`config.mk`:
```
export PLATFORM = sky130hd
export DESIGN_NAME = multiword_add_sequencer
export DESIGN_NICKNAME = d
export VERILOG_FILES = /design/src/rtl/multiword_add_sequencer.sv
export SDC_FILE = /design/constraint.sdc
export NUM_CORES = 1
export LEC_CHECK = 0
export CAP_MARGIN = 10
export CORE_UTILIZATION = 52
export CTS_BUF_LIST = sky130_fd_sc_hd__clkbuf_4
export CTS_CLUSTER_SIZE = 24
export DETAILED_ROUTE_END_ITERATION = 16
export PLACE_DENSITY = 0.89
export SYNTH_ARGS = -nofsm -noshare
export SYNTH_HDL_FRONTEND = slang
export SYNTH_SLANG_ARGS = --single-unit
```
`constraint.sdc`:
```
create_clock -name clk -period 5.8 [get_ports clk]
set_input_delay 0.58 -clock clk [delete_from_list [all_inputs] [get_ports clk]]
set_output_delay 0.58 -clock clk [all_outputs]
set_load 0.05 [all_outputs]
```
`src/rtl/multiword_add_sequencer.sv`:
```
`default_nettype none
// ============================================================================
// Module   : multiword_add_sequencer (with helper ripple_carry_adder)
// Brief    : Wide add/subtract built from one WIDTH-bit ripple-carry adder.
//            Operands are processed one word per cycle, least significant word
//            first, with the carry registered between words.
// Revision : 1.0 - initial release
// ============================================================================

// Plain WIDTH-bit ripple-carry adder that the sequencer reuses for every word.
module ripple_carry_adder #(
    parameter int WIDTH = 8
) (
    input  logic [WIDTH-1:0] i_a,
    input  logic [WIDTH-1:0] i_b,
    input  logic             i_cin,
    output logic [WIDTH-1:0] o_sum,
    output logic             o_cout
);
    logic [WIDTH:0] w_c;

    assign w_c[0] = i_cin;

    for (genvar gi = 0; gi < WIDTH; gi++) begin : g_bit
        assign o_sum[gi]  = i_a[gi] ^ i_b[gi] ^ w_c[gi];
        assign w_c[gi+1]  = (i_a[gi] & i_b[gi]) | (w_c[gi] & (i_a[gi] ^ i_b[gi]));
    end

    assign o_cout = w_c[WIDTH];
endmodule

module multiword_add_sequencer #(
    parameter int WIDTH = 8,
    parameter int WORDS = 4
) (
    input  logic                   clk,
    input  logic                   rst_n,
    input  logic                   in_valid,
    output logic                   in_ready,
    input  logic [WIDTH*WORDS-1:0] a,
    input  logic [WIDTH*WORDS-1:0] b,
    input  logic                   cin,
    input  logic                   sub,
    output logic                   out_valid,
    input  logic                   out_ready,
    output logic [WIDTH*WORDS-1:0] sum,
    output logic                   cout,
    output logic                   ovf,
    output logic                   busy
);
    localparam int W    = WIDTH * WORDS;
    localparam int IDXW = $clog2(WORDS);
    localparam logic [IDXW-1:0] c_LAST_IDX = IDXW'(WORDS - 1);

    typedef enum logic [1:0] {
        S_IDLE = 2'd0,
        S_ADD  = 2'd1,
        S_DONE = 2'd2
    } state_t;

    state_t          r_state;
    state_t          w_next;
    logic [W-1:0]    r_a;
    logic [W-1:0]    r_b;       // already inverted for subtraction
    logic            r_carry;
    logic [IDXW-1:0] r_idx;
    logic [W-1:0]    r_sum;
    logic            r_cout;
    logic            r_ovf;

    logic            w_accept;
    logic            w_last;
    logic [WIDTH-1:0] w_a_word;
    logic [WIDTH-1:0] w_b_word;
    logic [WIDTH-1:0] w_add_sum;
    logic            w_add_cout;
    logic            w_msb_cin;

    assign w_accept = in_valid && (r_state == S_IDLE);
    assign w_last   = (r_idx == c_LAST_IDX);
    assign w_a_word = r_a[r_idx*WIDTH +: WIDTH];
    assign w_b_word = r_b[r_idx*WIDTH +: WIDTH];

    ripple_carry_adder #(.WIDTH(WIDTH)) u_rca (
        .i_a    (w_a_word),
        .i_b    (w_b_word),
        .i_cin  (r_carry),
        .o_sum  (w_add_sum),
        .o_cout (w_add_cout)
    );

    // Carry into the top bit recovered from the MSB sum bit; only meaningful on the last word.
    assign w_msb_cin = w_a_word[WIDTH-1] ^ w_b_word[WIDTH-1] ^ w_add_sum[WIDTH-1];

    // State register.
    always_ff @(posedge clk or negedge rst_n) begin
        if (!rst_n) begin
            r_state <= S_IDLE;
        end else begin
            r_state <= w_next;
        end
    end

    // Next-state logic and handshake outputs, decoded from the registered state only.
    always_comb begin
        w_next    = r_state;
        in_ready  = 1'b0;
        out_valid = 1'b0;
        busy      = 1'b0;
        case (r_state)
            S_IDLE: begin
                in_ready = 1'b1;
                if (in_valid) begin
                    w_next = S_ADD;
                end
            end
            S_ADD: begin
                busy = 1'b1;
                if (w_last) begin
                    w_next = S_DONE;
                end
            end
            S_DONE: begin
                busy      = 1'b1;
                out_valid = 1'b1;
                if (out_ready) begin
                    w_next = S_IDLE;
                end
            end
            default: begin
                w_next = S_IDLE;
            end
        endcase
    end

    // Operand capture and word-serial accumulation of the result.
    always_ff @(posedge clk or negedge rst_n) begin
        if (!rst_n) begin
            r_a     <= '0;
            r_b     <= '0;
            r_carry <= 1'b0;
            r_idx   <= '0;
            r_sum   <= '0;
            r_cout  <= 1'b0;
            r_ovf   <= 1'b0;
        end else begin
            case (r_state)
                S_IDLE: begin
                    if (w_accept) begin
                        r_a     <= a;
                        r_b     <= sub ? ~b : b;
                        r_carry <= sub ? 1'b1 : cin;
                        r_idx   <= '0;
                    end
                end
                S_ADD: begin
                    r_sum[r_idx*WIDTH +: WIDTH] <= w_add_sum;
                    r_carry <= w_add_cout;
                    r_idx   <= r_idx + IDXW'(1);
                    if (w_last) begin
                        r_cout <= w_add_cout;
                        r_ovf  <= w_msb_cin ^ w_add_cout;
                    end
                end
                default: begin
                end
            endcase
        end
    end

    assign sum  = r_sum;
    assign cout = r_cout;
    assign ovf  = r_ovf;
endmodule

`default_nettype wire
```
### Word-level counts from Yosys, hierarchy flattened

Index checks and enable logic that the tools add are counted.

| storage, ports and cells | value |
|---|---|
| bits in registers | 103 |
| bits of input ports | 70 |
| output and inout bits | 37 |
| word-level logic and storage cells | 86 |

| cells by class | value |
|---|---|
| $add $sub $neg | 2 |
| equality and inequality tests | 7 |
| shifts and indexed selects | 4 |
| multiplexer cells | 14 |
| bitwise logic cells | 43 |
| reductions and logical operators | 8 |

Operator list:

| kind | number |
|---|---|
| $shiftx 32x6->8 | 2 |
| $neg 5->34 | 1 |
| $shift 8x34->32 const A | 1 |
| $shiftx 8x34->32 | 1 |
| $bwmux 32 | 1 |
| $mux 32 | 1 |
| $not 32->32 | 1 |
| $xor 1x1->1 | 18 |
| $and 1x1->1 | 16 |
| $mux 2 | 4 |
| $ne 2x2->1 const B | 4 |
| $or 1x1->1 | 8 |
| $pmux 2 s3 | 1 |
| $reduce_and 2->1 | 3 |
| $mux 1 | 5 |
| $eq 2x2->1 const B | 2 |
| $pmux 2 s2 | 1 |
| $reduce_and 3->1 | 1 |
| $add 2x1->2 const B | 1 |
| $eq 2x1->1 const B | 1 |
| $logic_not 2->1 | 1 |
| $pmux 1 s2 | 1 |
| $reduce_bool 2->1 | 1 |
| $reduce_or 2->1 | 1 |
| $logic_and 1x1->1 | 1 |

### Depth between registers and ports, before layout

| depth | value |
|---|---|
| word-level depth | 19 |
| mapped depth | 17 |
| depth with buffers taken out | 16 |

### Hierarchy

From an unflattened synthesis, not the netlist that was laid out.

| second synthesis, totals | value |
|---|---|
| cells, all modules | 365 |
| area, all modules | 4812.1 µm² |

By module, submodules not included:

| module | instances | cells an instance | area an instance (µm²) | seq. area each (µm²) |
|---|---|---|---|---|
| multiword_add_sequencer | 1 | 347 | 4614.4 | 2577.5 |
| ripple_carry_adder | 1 | 18 | 197.7 | 0.0 |

### Worst setup path before layout

Ideal clock, no wire load.

| timing | value |
|---|---|
| path kind | register -> register |
| start point | register r_idx[0] |
| end point | register r_ovf (netlist: ovf) |
| arrival | 4.225 ns |
| required time | 5.673 ns |
| slack | 1.448 ns |
| cell stages (with the launch flop) | 18 |
| path through | dfrtp_1 > buf_4 > mux4_2 > inv_1 > fa_1 > fa_1 > fa_1 > fa_1 > inv_1 > fa_1 > inv_1 > fa_1 > fa_1 > inv_1 > fa_1 > inv_1 > xnor2_1 > o21ai_0 |

| on the way | value |
|---|---|
| cells in the longest elaborated chain, start to end | 19 |
| elaborated cells between the ends (all ways) | 39 |

RTL lines:

| item | RTL line | source |
|---|---|---|
| start, declared | 66 | `logic [IDXW-1:0] r_idx;` |
| start signal, assigned | 159 | `r_idx <= r_idx + IDXW'(1);` |
| $shiftx 32x6->8, on equally long branches | 81, 82 |  |
| $xor 1x1->1 | 26 | `assign w_c[gi+1] = (i_a[gi] & i_b[gi]) \| (w_c[gi] & (i_a[gi] ^ i_b[gi]));` |
| $and 1x1->1 | 26 |  |
| $or 1x1->1 | 26 |  |
| $and 1x1->1 | 26 |  |
| $or 1x1->1 | 26 |  |
| $and 1x1->1 | 26 |  |
| $or 1x1->1 | 26 |  |
| [3 not listed] | -- |  |
| $or 1x1->1 | 26 |  |
| $and 1x1->1 | 26 |  |
| $or 1x1->1 | 26 |  |
| $and 1x1->1 | 26 |  |
| $or 1x1->1 | 26 |  |
| $xor 1x1->1 or $and 1x1->1 (tied branches) | 25, 26 |  |
| $xor 1x1->1 or $or 1x1->1 (tied branches) | 93, 26 |  |
| $xor 1x1->1 | 162 | `r_ovf <= w_msb_cin ^ w_add_cout;` |
| end signal, assigned | 162 |  |
| end, declared | 69 | `logic r_ovf;` |

Several ways; a longest one is shown, not always the timed one.
A chain may end at the register's enable or synchronous reset.

### Worst setup path after layout

Same ends and word-level chain as after synthesis.

==> impl_metrics.py <==
metrics = {
    "die": {
        "die_area_um2": 9740,
        "fp.dieH_um": 98.7,
        "num_rows": 34,
        "coreArea_um2": 8890,
        "io_pins": 107,
        "chipWidth_um": 98.7,
        "initial_utilization_pct": 54.7,
    },
    "setup_path": {
        "reg2reg_from": "r_idx[0]",
        "critPathMaxFanout": 14,
        "worstPathArrival_ps": 4930,
        "end_kind": "flop",
        "start_kind": "flop",
        "worst-path-buf-inv": 6,
        "critical_path.top_delay_family": "adder cells",
        "crit_type": "flop to flop",
        "worstPathCellList": "buf_4 > mux4_2 > inv_1 > fa_1 > fa_1 > fa_1 > fa_1 > inv_1 > fa_1 > inv_1 > fa_1 > fa_1 > inv_1 > fa_1 > inv_1 > xnor2_1 > o21ai_0",
        "reg2regPathDepth": 17,
        "r2r_slack_ps": 1190,
        "critPathMaxStageDelay_ps": 410,
        "required_ps": 6130,
        "cpMaxStageDelayCell": "dfrtp_1",
        "cpMostUsedCell": "fa_1",
        "rr_endpoint": "ovf",
    },
    "synthesis": {
        "synth_compound_area_share_pct": 7.65,
        "yosys.area_share.simple_pct": 7.29,
        "ys_ff_latch": 103,
        "synth_top_family_by_area": "multiplexers",
        "synth_fp_nets": 493,
        "synthCells": 405,
        "synth.area.mux_share_pct": 15.5,
        "synthAdderAreaFrac_pct": 5.87,
        "ys_seq_area_share_pct": 53.0,
        "synth_area_um2": 4860,
        "avgSynthCellArea_um2": 12.0,
        "synthDistinctLibCells": 25,
        "synthXorXnorAreaFrac_pct": 6.13,
        "yosysWarnings": 0,
    },
    "job": {
        "maxCapViolations": 0,
    },
    "power_and_ir_drop": {
        "power_density_nw_per_um2": 594,
        "ir_drop_mv": 0.221,
        "p_leak_nw": 2.63,
    },
    "clock_network": {
        "clkTransAtPathRegs_ps": 160,
        "cts_setup_buffers": 0,
        "cts.sinks": 103,
        "ctsRootBufferMaster": "clkbuf_4",
        "clkLatencyLatePin_ps": 440,
        "cts-buffers-inserted": 9,
        "htree_levels": 3,
        "cts.path.max_buffers": 2,
        "cts_hold_buffers": 0,
        "cts_tree": "done",
        "post_cts_resized": 0,
    },
    "timing": {
        "timing_hold_violations_final": 0,
        "fin_skew_ps": 14.7,
        "grt_setup_unrepaired": "no",
        "holdWs_ps": 55.5,
        "period_minus_slack_ps": 4610,
        "worstMarginPinSlew_ps": 876,
        "drv_slew": 0,
        "fin_crit_sh_pct": 79.4,
        "tns_ps": 0,
        "slew_headroom_pct": 41.6,
        "setup_viol": 0,
        "timing.fmax_mhz": 217,
    },
    "grt": {
        "grt_max_degree": 96,
        "grt_use_total_pct": 22.9,
        "grt_pass1_wl_um": 17100,
        "antenna_found_initial": 0,
        "first_global_vias": 3579,
        "grt-ovfl-total": 0,
    },
    "cells_and_area": {
        "nets": 596,
        "synthToLayoutAreaGrowth_pct": 26.8,
        "layout-drive-gt1-share_pct": 14.6,
        "final_area_um2": 6160,
        "antennaDiodeCount": 0,
        "layoutNonFillerInstCount": 621,
    },
    "detailed_routing": {
        "vias": 3388,
        "routed_wl_um": 10300,
        "top_layer": "met4",
        "drt.antenna.violating_nets": 0,
        "drt-met1-wl_um": 4170,
        "drt_iter0_drc": 132,
        "drc": 0,
        "vias_per_cell": 5.46,
        "first_pass_iters": 4,
        "dr_wl_met3_um": 584,
        "wl_met2_um": 5230,
        "routedWlPerCell_um": 16.5,
    },
    "placed_design": {
        "dp_hpwl_um": 7770,
        "placed_cells": 605,
        "port_buffers": 106,
        "post_dp_cell_area_um2": 5950,
        "place_congestion": 0.780,
    },
    "outcome": {
        "status": "completed",
    },
    "min_path": {
        "min_path_type": "input port to async pin",
    },
}
==> kinds of logic (layout without fill, tap and decap cells) <==
kind of cell	after synthesis	after routing
fa+ha+maj	18	18
simple gates	86	86
compound gates	71	71
mux	51	51
xor+xnor	34	34
buf+inv	42	150
flops	103	103
==> synth_stat cells, drive strengths merged <==
master | count | share of area, %
mux2i | 1 | 0.21
a31oi | 2 | 0.26
nand2 | 73 | 5.7
nand3 | 2 | 0.21
nor2b | 2 | 0.26
nand4 | 3 | 0.39
nand2b | 3 | 0.39
buf | 17 | 2.6
dfrtp | 103 | 53
xnor2 | 34 | 6.1
o221a | 1 | 0.23
nor4bb | 1 | 0.21
nor2 | 2 | 0.15
clkbuf | 2 | 0.15
a32o | 1 | 0.21
ha | 10 | 2.6
o21ai | 66 | 6.8
mux4 | 16 | 7.4
mux2 | 34 | 7.9
fa | 8 | 3.3
inv | 23 | 1.8
o21bai | 1 | 0.15
==> flip-flops by register name, indices dropped and copies added (netlist names) <==
register,cells
r_a,32
r_state,2
r_carry,1
cout,1
r_idx,2
r_b,32
sum,32
ovf,1
==> cell type report <==
class	instances	area, um^2
tap	108	135
inverter	23	86.3
sequential	103	2580
timing repair buffer	111	1090
multi-input combinational	260	2060
clock inverter	6	133
clock buffer	10	75.1
fill	616	2730
==> per-stage QoR <==
stage / total power [mW] / worst slack [ps] / util (%)
after floorplan: 2.58 / 1450 / -
after global placement: 3.06 / 1350 / 66.9
after detailed placement: 3.18 / 1210 / 66.9
after CTS: 3.67 / 1190 / 69.3
after global routing: 3.89 / 978 / 69.3
final: 3.66 / 1190 / 69.3
==> worst max-delay path by stage <==
stage,from,endpoint,cells past startpoint
after floorplan,r_idx[0],ovf,17
after global placement,r_idx[0],ovf,17
after detailed placement,r_idx[0],ovf,17
after CTS,r_idx[0],ovf,17
after global routing,r_idx[0],ovf,17
final,r_idx[0],ovf,17
==> layout by cell type, fill, tap and decap left out, types with 3 or more instances in the layout <==
cell type / Yosys / final
nand4_1: 3 / 3
nand2b_1: 3 / 3
clkbuf_4: 0 / 10
xnor2_1: 34 / 34
clkdlybuf4s50_1: 0 / 104
ha_1: 10 / 10
buf_4: 4 / 6
inv_1: 23 / 23
dfrtp_1: 103 / 103
nand2_1: 72 / 72
fa_1: 8 / 8
mux4_2: 16 / 16
bufinv_16: 0 / 4
mux2_2: 34 / 34
o21ai_0: 66 / 66
==> layer usage <==
metal / vias to the layer above / GRT usage (%)
met4: 0 / 10.4
li1: 1572 / -
met5: - / 0
met1: 1651 / 29.6
met3: 26 / 3.48
met2: 139 / 38.5
==> power breakdown <==
part	switching [mW]	total, mW	internal (mW)
Sequential	0.188	1.22	1.03
Clock	0.229	0.494	0.266
Combinational	1.13	1.94	0.816
Total	1.54	3.66	2.11
==> worst reg2reg max path: stages (launching register included) <==
cell and delay, ps:
dfrtp_1 410, buf_4 210, mux4_2 350, inv_1 60, fa_1 400, fa_1 410
fa_1 410, fa_1 380, inv_1 80, fa_1 170, inv_1 50, fa_1 370
fa_1 370, inv_1 80, fa_1 400, inv_1 140, xnor2_1 140, o21ai_0 90
Note: power is estimated with default switching activity, not from simulation.
